<file path="config.mk">
export PLATFORM = sky130hd
export DESIGN_NAME = btn_conditioner_flat
export DESIGN_NICKNAME = d
export VERILOG_FILES = /design/src/rtl/btn_conditioner_if.sv /design/src/rtl/btn_conditioner.sv /design/src/flat_wrapper.sv
export SDC_FILE = /design/constraint.sdc
export NUM_CORES = 1
export LEC_CHECK = 0
export ABC_AREA = 1
export CELL_PAD_IN_SITES_DETAIL_PLACEMENT = 0
export CELL_PAD_IN_SITES_GLOBAL_PLACEMENT = 2
export CORE_ASPECT_RATIO = 1.2
export CORE_UTILIZATION = 34
export DETAILED_ROUTE_END_ITERATION = 10
export PLACE_DENSITY_LB_ADDON = 0.05
export REMOVE_ABC_BUFFERS = 1
export SLEW_MARGIN = 40
export SYNTH_ARGS = -nofsm -noshare
export SYNTH_HDL_FRONTEND = slang
export SYNTH_SLANG_ARGS = --single-unit
</file>
<file path="constraint.sdc">
create_clock -name tclk -period 1.4 [get_ports tclk]
set_clock_uncertainty 0.1 [all_clocks]
set_input_delay 0.28 -clock tclk [delete_from_list [all_inputs] [get_ports tclk]]
set_output_delay 0.28 -clock tclk [all_outputs]
set_load 0.05 [all_outputs]
</file>
<file path="src/rtl/btn_conditioner_if.sv">
// Pin-side bundle for btn_conditioner: raw pad inputs plus conditioned levels, pulses and reset.
// master = board/pad side, slave = the conditioner itself.
interface btn_conditioner_if #(
  parameter int N_BTN = 8
);
  logic [N_BTN-1:0] btn_in;
  logic [N_BTN-1:0] btn_q;
  logic [N_BTN-1:0] btn_rise;
  logic [N_BTN-1:0] btn_fall;
  logic             rst_out_n;

  modport master (
    output btn_in,
    input  btn_q,
    input  btn_rise,
    input  btn_fall,
    input  rst_out_n
  );

  modport slave (
    input  btn_in,
    output btn_q,
    output btn_rise,
    output btn_fall,
    output rst_out_n
  );
endinterface

</file>
<file path="src/rtl/btn_conditioner.sv">
// N-channel button front end: 2-flop synchroniser, per-channel debounce with rise/fall pulses,
// and a stretched reset retriggered by RST_BTN. Macro BTNCOND_LONGPRESS_EN: long hold retriggers instead.
module btn_conditioner #(
  parameter int N_BTN           = 8,
  parameter int ACTIVE_LOW      = 1,
  parameter int DEBOUNCE_CYCLES = 16,
  parameter int RST_BTN         = 0,
  parameter int RST_LEN         = 15,
  parameter int LONG_CYCLES     = 1024
) (
  input  logic              tclk,
  input  logic              nrst,
  btn_conditioner_if.slave  bus
);

  localparam int CNT_W = $clog2(DEBOUNCE_CYCLES + 1);
  localparam int RST_W = $clog2(RST_LEN + 1);
  localparam logic POL = (ACTIVE_LOW != 0) ? 1'b1 : 1'b0;
  localparam logic [N_BTN-1:0] IDLE_LVL = {N_BTN{POL}};
  localparam logic [CNT_W-1:0] CNT_LAST = CNT_W'(DEBOUNCE_CYCLES - 1);
  localparam logic [RST_W-1:0] RST_MAX  = RST_W'(RST_LEN);

  if (N_BTN < 1 || N_BTN > 16 || DEBOUNCE_CYCLES < 1 || RST_LEN < 1 ||
      LONG_CYCLES < 1 || RST_BTN < 0 || RST_BTN >= N_BTN) begin : g_param_err
    $error("btn_conditioner: parameter out of range");
  end

  logic [N_BTN-1:0] sync1_r;
  logic [N_BTN-1:0] sync2_r;
  logic [N_BTN-1:0] level_s;
  logic [N_BTN-1:0] q_r;
  logic [N_BTN-1:0] rise_r;
  logic [N_BTN-1:0] fall_r;
  logic [N_BTN-1:0] q_nxt_s;
  logic [N_BTN-1:0] rise_nxt_s;
  logic [N_BTN-1:0] fall_nxt_s;
  logic [CNT_W-1:0] cnt_r     [N_BTN];
  logic [CNT_W-1:0] cnt_nxt_s [N_BTN];

  logic             trig_s;
  logic [RST_W-1:0] rctr_r;
  logic [RST_W-1:0] rctr_nxt_s;
  logic             rst_out_r;

  // Normalised level: 1 = pressed regardless of pad polarity.
  assign level_s = sync2_r ^ IDLE_LVL;

  // Per-channel debounce: any return to the accepted level restarts the count.
  always_comb begin
    for (int i = 0; i < N_BTN; i++) begin
      cnt_nxt_s[i]  = cnt_r[i];
      q_nxt_s[i]    = q_r[i];
      rise_nxt_s[i] = 1'b0;
      fall_nxt_s[i] = 1'b0;
      if (level_s[i] == q_r[i]) begin
        cnt_nxt_s[i] = {CNT_W{1'b0}};
      end else if (cnt_r[i] == CNT_LAST) begin
        cnt_nxt_s[i]  = {CNT_W{1'b0}};
        q_nxt_s[i]    = level_s[i];
        rise_nxt_s[i] = level_s[i];
        fall_nxt_s[i] = ~level_s[i];
      end else begin
        cnt_nxt_s[i] = cnt_r[i] + CNT_W'(1);
      end
    end
  end

  // Synchroniser and debounce state; sync stages reset to the released level.
  always_ff @(posedge tclk) begin
    if (!nrst) begin
      sync1_r <= IDLE_LVL;
      sync2_r <= IDLE_LVL;
      q_r     <= {N_BTN{1'b0}};
      rise_r  <= {N_BTN{1'b0}};
      fall_r  <= {N_BTN{1'b0}};
      for (int i = 0; i < N_BTN; i++) begin
        cnt_r[i] <= {CNT_W{1'b0}};
      end
    end else begin
      sync1_r <= bus.btn_in;
      sync2_r <= sync1_r;
      q_r     <= q_nxt_s;
      rise_r  <= rise_nxt_s;
      fall_r  <= fall_nxt_s;
      for (int i = 0; i < N_BTN; i++) begin
        cnt_r[i] <= cnt_nxt_s[i];
      end
    end
  end

`ifdef BTNCOND_LONGPRESS_EN
  localparam int HOLD_W = $clog2(LONG_CYCLES + 1);
  localparam logic [HOLD_W-1:0] HOLD_MAX = HOLD_W'(LONG_CYCLES);
  localparam logic [HOLD_W-1:0] HOLD_HIT = HOLD_W'(LONG_CYCLES - 1);

  logic [HOLD_W-1:0] hold_r;
  logic [HOLD_W-1:0] hold_nxt_s;

  // Hold counter saturates at LONG_CYCLES so a continued hold fires only once.
  always_comb begin
    hold_nxt_s = hold_r;
    trig_s     = 1'b0;
    if (!q_r[RST_BTN]) begin
      hold_nxt_s = {HOLD_W{1'b0}};
    end else if (hold_r != HOLD_MAX) begin
      hold_nxt_s = hold_r + HOLD_W'(1);
      trig_s     = (hold_r == HOLD_HIT);
    end else begin
      hold_nxt_s = hold_r;
    end
  end

  // Hold counter register.
  always_ff @(posedge tclk) begin
    if (!nrst) begin
      hold_r <= {HOLD_W{1'b0}};
    end else begin
      hold_r <= hold_nxt_s;
    end
  end
`else
  assign trig_s = rise_r[RST_BTN];
`endif

  // Reset sequencer: restart on trigger, otherwise count up and saturate.
  always_comb begin
    rctr_nxt_s = rctr_r;
    if (trig_s) begin
      rctr_nxt_s = {RST_W{1'b0}};
    end else if (rctr_r != RST_MAX) begin
      rctr_nxt_s = rctr_r + RST_W'(1);
    end else begin
      rctr_nxt_s = rctr_r;
    end
  end

  // rst_out_n is registered from the next count so release lands on the RST_LEN-th edge.
  always_ff @(posedge tclk) begin
    if (!nrst) begin
      rctr_r    <= {RST_W{1'b0}};
      rst_out_r <= 1'b0;
    end else begin
      rctr_r    <= rctr_nxt_s;
      rst_out_r <= (rctr_nxt_s == RST_MAX);
    end
  end

  assign bus.btn_q     = q_r;
  assign bus.btn_rise  = rise_r;
  assign bus.btn_fall  = fall_r;
  assign bus.rst_out_n = rst_out_r;

endmodule

</file>
<file path="src/flat_wrapper.sv">
// flat-port wrapper written by rule: the top's interface ports become plain ports
module btn_conditioner_flat 
#(
  parameter int N_BTN           = 8,
  parameter int ACTIVE_LOW      = 1,
  parameter int DEBOUNCE_CYCLES = 16,
  parameter int RST_BTN         = 0,
  parameter int RST_LEN         = 15,
  parameter int LONG_CYCLES     = 1024
)
  (tclk, nrst, bus_btn_in, bus_btn_q, bus_btn_rise, bus_btn_fall, bus_rst_out_n);
  btn_conditioner_if #(.N_BTN(N_BTN)) bus_i ();
  input  logic tclk;
  input  logic nrst;
  input wire logic [$bits(bus_i.btn_in)-1:0] bus_btn_in;
  output wire logic [$bits(bus_i.btn_q)-1:0] bus_btn_q;
  output wire logic [$bits(bus_i.btn_rise)-1:0] bus_btn_rise;
  output wire logic [$bits(bus_i.btn_fall)-1:0] bus_btn_fall;
  output wire logic [$bits(bus_i.rst_out_n)-1:0] bus_rst_out_n;
  assign bus_i.btn_in = bus_btn_in;
  assign bus_btn_q = bus_i.btn_q;
  assign bus_btn_rise = bus_i.btn_rise;
  assign bus_btn_fall = bus_i.btn_fall;
  assign bus_rst_out_n = bus_i.rst_out_n;
  btn_conditioner #(.N_BTN(N_BTN), .ACTIVE_LOW(ACTIVE_LOW), .DEBOUNCE_CYCLES(DEBOUNCE_CYCLES), .RST_BTN(RST_BTN), .RST_LEN(RST_LEN), .LONG_CYCLES(LONG_CYCLES)) u_core (.tclk(tclk), .nrst(nrst), .bus(bus_i));
endmodule
</file>
==> run summary, run 1 <==
Maximum Capacitance Violations -> 0
number of sinks handled by clock tree synthesis -> 85
initial cell density of the core -> 0.355
worst slew pin tran -> 0.266 ns
clk root buf -> sky130_fd_sc_hd__clkbuf_8
fill count -> 887
DIE AREA -> 9930 µm²
deepest level of the CTS H-tree -> 3
register-to-register setup slack -> 0.06 ns
total leakage power -> 1.79 nW
number of antenna violations at the first check in global routing -> 0
post-synthesis to final-layout area growth -> 39.5%
commonest cells after routing, fill and taps aside -> 70 x sky130_fd_sc_hd__dfxtp_1, 59 x sky130_fd_sc_hd__nor2_1, 54 x sky130_fd_sc_hd__inv_1
count of buffers inserted at the top-level ports -> 34
final-report setup violation count -> 0
# nets final -> 442
clock latency on the worst-skew pair -> 0.35 ns
first-pass iteration count of the detailed router -> 3
reg-to-reg critical path startpoint -> u_core.cnt_r[1][10]
category of the critical setup timing path -> flip-flop to primary output
R2R depth -> 8
category of cells accounting for the largest share of critical-path delay -> flip-flops
unrepaired setup endpoints after global routing -> true
maximum single-stage delay on the critical path -> 0.46 ns
Slew HR -> 0.822
Routed wire per std cell -> 10.1 µm
most common cell after layout, fill and taps aside -> sky130_fd_sc_hd__dfxtp_1
residual DRC count -> 0
highest achievable clock rate -> 0.736 GHz
synthesized netlist cell count -> 358
critical path required time -> 1.02 ns
standard cell with the maximum stage delay on the critical path -> sky130_fd_sc_hd__dfxtp_1
critical path arrival -> 0.98 ns
distinct cell type count after synthesis -> 23
mean instance size in the synthesized netlist -> 9.06 µm²
estimated wirelength of the detail-placed design -> 3830 µm
cts bufs inserted -> 9
post-synthesis sequential area ratio -> 0.525
GRT overflow -> 0
GPL Wtd Cong -> 0.696
die boundary height -> 109 µm
clock-pin slew of the registers on the worst-case setup and hold paths -> 0.08 ns
width of the die -> 91.2 µm
fraction of synthesized cell area taken by the top area cell type -> 0.525
CTS tree -> yes
total track usage -> 0.123
vias per std cell -> 4.26
iteration-0 DRC count of the detailed router -> 54
Critical Path End Type -> primary output
Tcrit/Tclk final -> 0.970
CP startpoint -> u_core.bus.btn_q[5]
clock tree buffer depth -> 2
final hold slack -> 0.315 ns
Final min period -> 1.36 ns
flip-flop and latch count after synthesis -> 85
Cell Pwr Density -> 966 nW/µm²
most area-consuming cells after synthesis -> sky130_fd_sc_hd__dfxtp_1 52%, sky130_fd_sc_hd__inv_1 7.8%, sky130_fd_sc_hd__nor2_1 7.8%, sky130_fd_sc_hd__ha_1 6.6%, sky130_fd_sc_hd__nand2_1 3.8%
antenna violation net count after detailed routing -> 0
Critical Path Start Type -> flip-flop
number of pins with negative max-slew slack in the final report -> 0
Reg-to-Reg End -> u_core.bus.btn_fall[6]
Crit path depth -> 1
Buffers & Inverters on Critical Path -> 1
floorplan core area -> 9130 µm²
Synth warnings -> 0
total number of placement rows -> 38
number of primary I/O pins -> 35
routed vias -> 2298
number of hold-slack violations in the final timing report -> 0
Peak supply drop -> 0.528 mV
maximum fanout along the worst path -> 3
wire length of the first global-routing pass -> 9400 µm
Worst setup endpoint -> bus_btn_q[5]
hold buffer count at CTS -> 0
number of antenna cells inserted -> 0
final routed wirelength across all metal layers -> 5460 µm
Hold/Removal Path Class -> flip-flop to flip-flop
number of global-route vias before repair -> 2209
maximum number of pins on one net before global-route repair -> 18
largest area contributor in the netlist -> sky130_fd_sc_hd__dfxtp_1
fraction of layout cells with a size suffix above 1 -> 0.394
number of placed instances with taps included -> 521
count of non-filler cells in the finished layout -> 539
chain of cells forming the critical path -> buf_12
mapped cell area -> 3240 µm²
Final TNS setup -> 0 ns
run status -> complete, no violations
Util after Layout -> 0.495
-- where the power goes --
| group | internal [W] | switching [W] |
|---|---|---|
| clock network | 0.000916 | 0.000802 |
| registers | 0.00245 | 0.0000260 |
| logic | 0.0000893 | 0.0000869 |
| total | 0.00346 | 0.000915 |
-- cell usage after synthesis (all sizes together) --
library cell / instances
inv: 68
nand2: 33
xor2: 8
nor4: 8
o21ai: 2
ha: 17
or2: 17
nor3: 10
dfxtp: 85
a211oi: 8
buf: 3
clkbuf: 1
nor2: 71
nand3: 26
a21oi: 1
-- through the flow --
step,cell area (µm²),worst slack (ns),total power [W]
3_5_place_dp,4050,-0.239,0.00269
3_3_place_gp,4050,-0.205,0.00269
2_1_floorplan,3210,-0.0516,0.00262
5_1_grt,4520,-0.0381,0.00459
6_report,4520,0.0413,0.00437
4_1_cts,4300,0.00354,0.00445
-- cell families after synthesis --
logic type                 count (synthesis)  share of synthesized area
AOI/OAI and AO/OA                         11                     0.0339
xor gates and xnor gates                   8                     0.0216
adders and majority gates                 17                     0.0656
buffers and inverters                     72                     0.0883
DFF                                       85                      0.525
and+or+nand+nor                          165                      0.266
-- routing by layer --
metal / GRT usage / vias to the layer above / routed length (µm)
met3: 0.0237 / 12 / 166
met5: 0 / - / 0
met4: 0.0816 / 0 / 169
met1: 0.145 / 1040 / 2470
met2: 0.203 / 31 / 2660
li1: - / 1215 / -
-- sequential cells by signal (all words and copies together), names as in the netlist --
register              cells
u_core.cnt_r             40
u_core.bus.btn_rise       8
u_core.sync1_r            8
u_core.sync2_r            8
u_core.rctr_r             4
u_core.bus.btn_fall       8
u_core.bus.rst_out_n      1
u_core.bus.btn_q          8
-- worst min path at each step --
stage                           start                 to  slack, ns  cells after the start
global route        u_core.sync1_r[1]  u_core.sync2_r[1]       0.33                      1
finish              u_core.sync1_r[2]  u_core.sync2_r[2]       0.31                      1
detailed placement  u_core.sync1_r[4]  u_core.sync2_r[4]       0.30                      1
CTS                 u_core.sync1_r[5]  u_core.sync2_r[5]       0.32                      1
floorplan               bus_btn_in[0]  u_core.sync1_r[0]       0.29                      1
global placement    u_core.sync1_r[5]  u_core.sync2_r[5]       0.30                      1
-- layout make-up --
cell class	count	area, µm²	area share
clock buffer	14	163	0.0360
sequential	85	1720	0.381
tap	120	150	0.0332
inverter	68	263	0.0581
clock inverter	1	30.0	0.00664
multi-input combinational	201	1480	0.328
timing repair buffer	50	711	0.157
-- repair_timing --
action	4_1_cts	5_1_grt
endpoints found under the setup margin	20	63
setup buffers	0	3
gates cloned	0	0
pin swaps	2	13
gates resized for setup	16	67
No activity file was read; power rests on OpenSTA's default activity.
==> run 2, diff against run 1 <==
--- a/config.mk
+++ b/config.mk
@@ -6,10 +6,10 @@
 export NUM_CORES = 1
 export LEC_CHECK = 0
 export ABC_AREA = 1
-export CELL_PAD_IN_SITES_DETAIL_PLACEMENT = 0
-export CELL_PAD_IN_SITES_GLOBAL_PLACEMENT = 2
+export CELL_PAD_IN_SITES_DETAIL_PLACEMENT = 1
+export CELL_PAD_IN_SITES_GLOBAL_PLACEMENT = 1
 export CORE_ASPECT_RATIO = 1.2
-export CORE_UTILIZATION = 34
+export CORE_UTILIZATION = 42
 export DETAILED_ROUTE_END_ITERATION = 10
 export PLACE_DENSITY_LB_ADDON = 0.05
 export REMOVE_ABC_BUFFERS = 1
==> run 2 against run 1 <==
  * Critical path depth rose by 6
  * Clock-buffer cell count is 3 lower
  * Worst setup slack hardly changed
  * Non-clock buffer count up 2
  * Routed wire length grew 16%
  * Clock power rose by 14%
  * Cell count down 5.0%
  * Via count increased by 4.4%
==> run summary, run 2 (synthesis results as in run 1) <==
run status -> complete, no violations
Tcrit/Tclk final -> 0.971 (about the same)
routed vias -> 2398 (+4.4%)
final-report setup violation count -> 0 (unchanged)
Critical Path Start Type -> flip-flop
Pint -> 0.00365 W (+5.7%)
proportion of power drawn by combinational gates -> 0.040 (about the same)
final routed wirelength across all metal layers -> 6340 µm (+16%)
total leakage power -> 1.83 nW (+2.4%)
maximum fanout along the worst path -> 3 (unchanged)
floorplan core area -> 7360 µm² (-19%)
cts bufs inserted -> 9 (unchanged)
total number of placement rows -> 34 (-11%)
count of buffers inserted at the top-level ports -> 34 (unchanged)
vias per std cell -> 4.68 (+9.9%)
relative contribution of the clock network to total power -> 0.423 (+0.030)
iteration-0 DRC count of the detailed router -> 34 (-37%)
initial cell density of the core -> 0.441 (+0.0854)
highest achievable clock rate -> 0.736 GHz (about the same)
fill count -> 803 (-9.5%)
width of the die -> 82.2 µm (-9.8%)
flip-flop count of the largest register after layout -> 40 (unchanged)
number of global-route vias before repair -> 2422 (+9.6%)
post-synthesis to final-layout area growth -> 41.6%
register with the most flip-flops -> u_core.cnt_r
# nets final -> 444 (+0.45%)
estimated wirelength of the detail-placed design -> 4360 µm (+14%)
total track usage -> 0.162 (+0.0389)
GRT overflow -> 0 (unchanged)
number of antenna cells inserted -> 0 (unchanged)
commonest cells after routing, fill and taps aside -> 67 x sky130_fd_sc_hd__dfxtp_1, 57 x sky130_fd_sc_hd__nor2_1, 53 x sky130_fd_sc_hd__inv_1
Peak supply drop -> 0.496 mV (-6.1%)
maximum number of pins on one net before global-route repair -> 17 (-1)
combined area of the multi-input logic cells -> 1520 µm² (+2.7%)
power spent charging and discharging nets -> 0.000974 W (+6.5%)
Final min period -> 1.36 ns (+0.000472 ns)
DIE AREA -> 8080 µm² (-19%)
residual DRC count -> 0 (unchanged)
Post-DP Area -> 4030 µm² (-0.62%)
category of the critical setup timing path -> flip-flop to flip-flop
hold buffer count at CTS -> 0 (unchanged)
unrepaired setup endpoints after global routing -> true
number of pins with negative max-slew slack in the final report -> 0 (unchanged)
Cell Pwr Density -> 1010 nW/µm² (+4.3%)
register-to-register setup slack -> 0.04 ns (-0.02 ns)
Critical Path End Type -> flip-flop
die boundary height -> 98.3 µm (-9.8%)
critical path arrival -> 1.51 ns (+0.53 ns)
antenna violation net count after detailed routing -> 0 (unchanged)
final worst setup slack -> 0.0408 ns (-0.000472 ns)
number of primary I/O pins -> 35 (unchanged)
switching fraction of total power -> 0.210 (+0.00119)
Slew HR -> 0.778 (-0.0433)
GPL Wtd Cong -> 0.760 (+9.3%)
fraction of layout cells with a size suffix above 1 -> 0.436 (+0.0422)
clock-pin slew of the registers on the worst-case setup and hold paths -> 0.09 ns (about the same)
placement-stage worst setup slack -> -0.284 ns (-0.0456 ns)
Hold/Removal Path Class -> flip-flop to flip-flop
number of antenna violations at the first check in global routing -> 0 (unchanged)
first-pass iteration count of the detailed router -> 2 (-1)
sequential cell fraction of total power -> 0.537 (-0.030)
CTS tree -> yes
Final TNS setup -> 0 ns (unchanged)
most common cell after layout, fill and taps aside -> sky130_fd_sc_hd__dfxtp_1
number of sinks handled by clock tree synthesis -> 85 (unchanged)
clock tree buffer depth -> 2 (unchanged)
Sequential cell area -> 1720 µm² (about the same)
final hold slack -> 0.315 ns (+0.000566 ns)
wire length of the first global-routing pass -> 10100 µm (+7.0%)
number of hold-slack violations in the final timing report -> 0 (unchanged)
Maximum Capacitance Violations -> 0 (unchanged)
deepest level of the CTS H-tree -> 3 (unchanged)
worst slew pin tran -> 0.332 ns (+0.0654 ns)
clock latency on the worst-skew pair -> 0.33 ns (-0.02 ns)
clk root buf -> sky130_fd_sc_hd__clkbuf_8
critical path required time -> 1.55 ns (+0.53 ns)
Routed wire per std cell -> 12.4 µm (+22%)
final instance area -> 4590 µm² (+1.5%)
run 2: per-layer routing:
metal  global-route usage  part of all wire
met5                    0                 0
met4               0.0742             0.013
met3               0.0252             0.026
met2                0.285              0.55
met1                0.185              0.41
run 2: timing repair:
item / CTS / global route
buffers inserted: 1 / 4
gates resized for setup: 20 / 75
pin swaps: 4 / 21
setup endpoints to repair: 41 / 65
run 2: layout make-up:
class	instances	area share
sequential	85	0.376
multi-input combinational	201	0.332
timing repair buffer	52	0.161
inverter	68	0.0561
clock buffer	11	0.0330
tap	90	0.0245
clock inverter	5	0.0180
run 2: critical path, stage by stage (launching register included):
cell and delay (ns):
sky130_fd_sc_hd__dfxtp_2 0.36, sky130_fd_sc_hd__ha_4 0.15, sky130_fd_sc_hd__nand2_4 0.04, sky130_fd_sc_hd__nor2_2 0.11
sky130_fd_sc_hd__ha_2 0.19, sky130_fd_sc_hd__inv_2 0.06, sky130_fd_sc_hd__buf_4 0.13, sky130_fd_sc_hd__nor4_2 0.13
run 2: path summary, 6_finish.rpt:
path / from / endpoint / depth (start not counted)
setup reg to reg: u_core.cnt_r[1][10] / u_core.bus.btn_rise[6] / 7
hold reg to reg: u_core.sync1_r[7] / u_core.sync2_r[7] / 1
hold / removal: u_core.sync1_r[7] / u_core.sync2_r[7] / 1
setup / recovery: u_core.cnt_r[1][10] / u_core.bus.btn_rise[6] / 7
run 2: stage by stage:
stage | cells | utilization | total power, W
6_report | 512 | 0.624 | 0.00463
5_1_grt | 512 | 0.624 | 0.00482
4_1_cts | 508 | 0.588 | 0.00468
3_5_place_dp | 491 | 0.547 | 0.00270
3_3_place_gp | 491 | 0.547 | 0.00269
2_1_floorplan | 354 | - | 0.00262
run 2: power by group through the flow:
stage / clock network (W) / logic [W] / registers [W]
6_report: 0.00196 / 0.000185 / 0.00248
5_1_grt: 0.00213 / 0.000208 / 0.00249
2_1_floorplan: 0 / 0.0000962 / 0.00253
4_1_cts: 0.00203 / 0.000180 / 0.00248
3_3_place_gp: 0 / 0.000164 / 0.00253
3_5_place_dp: 0 / 0.000172 / 0.00253
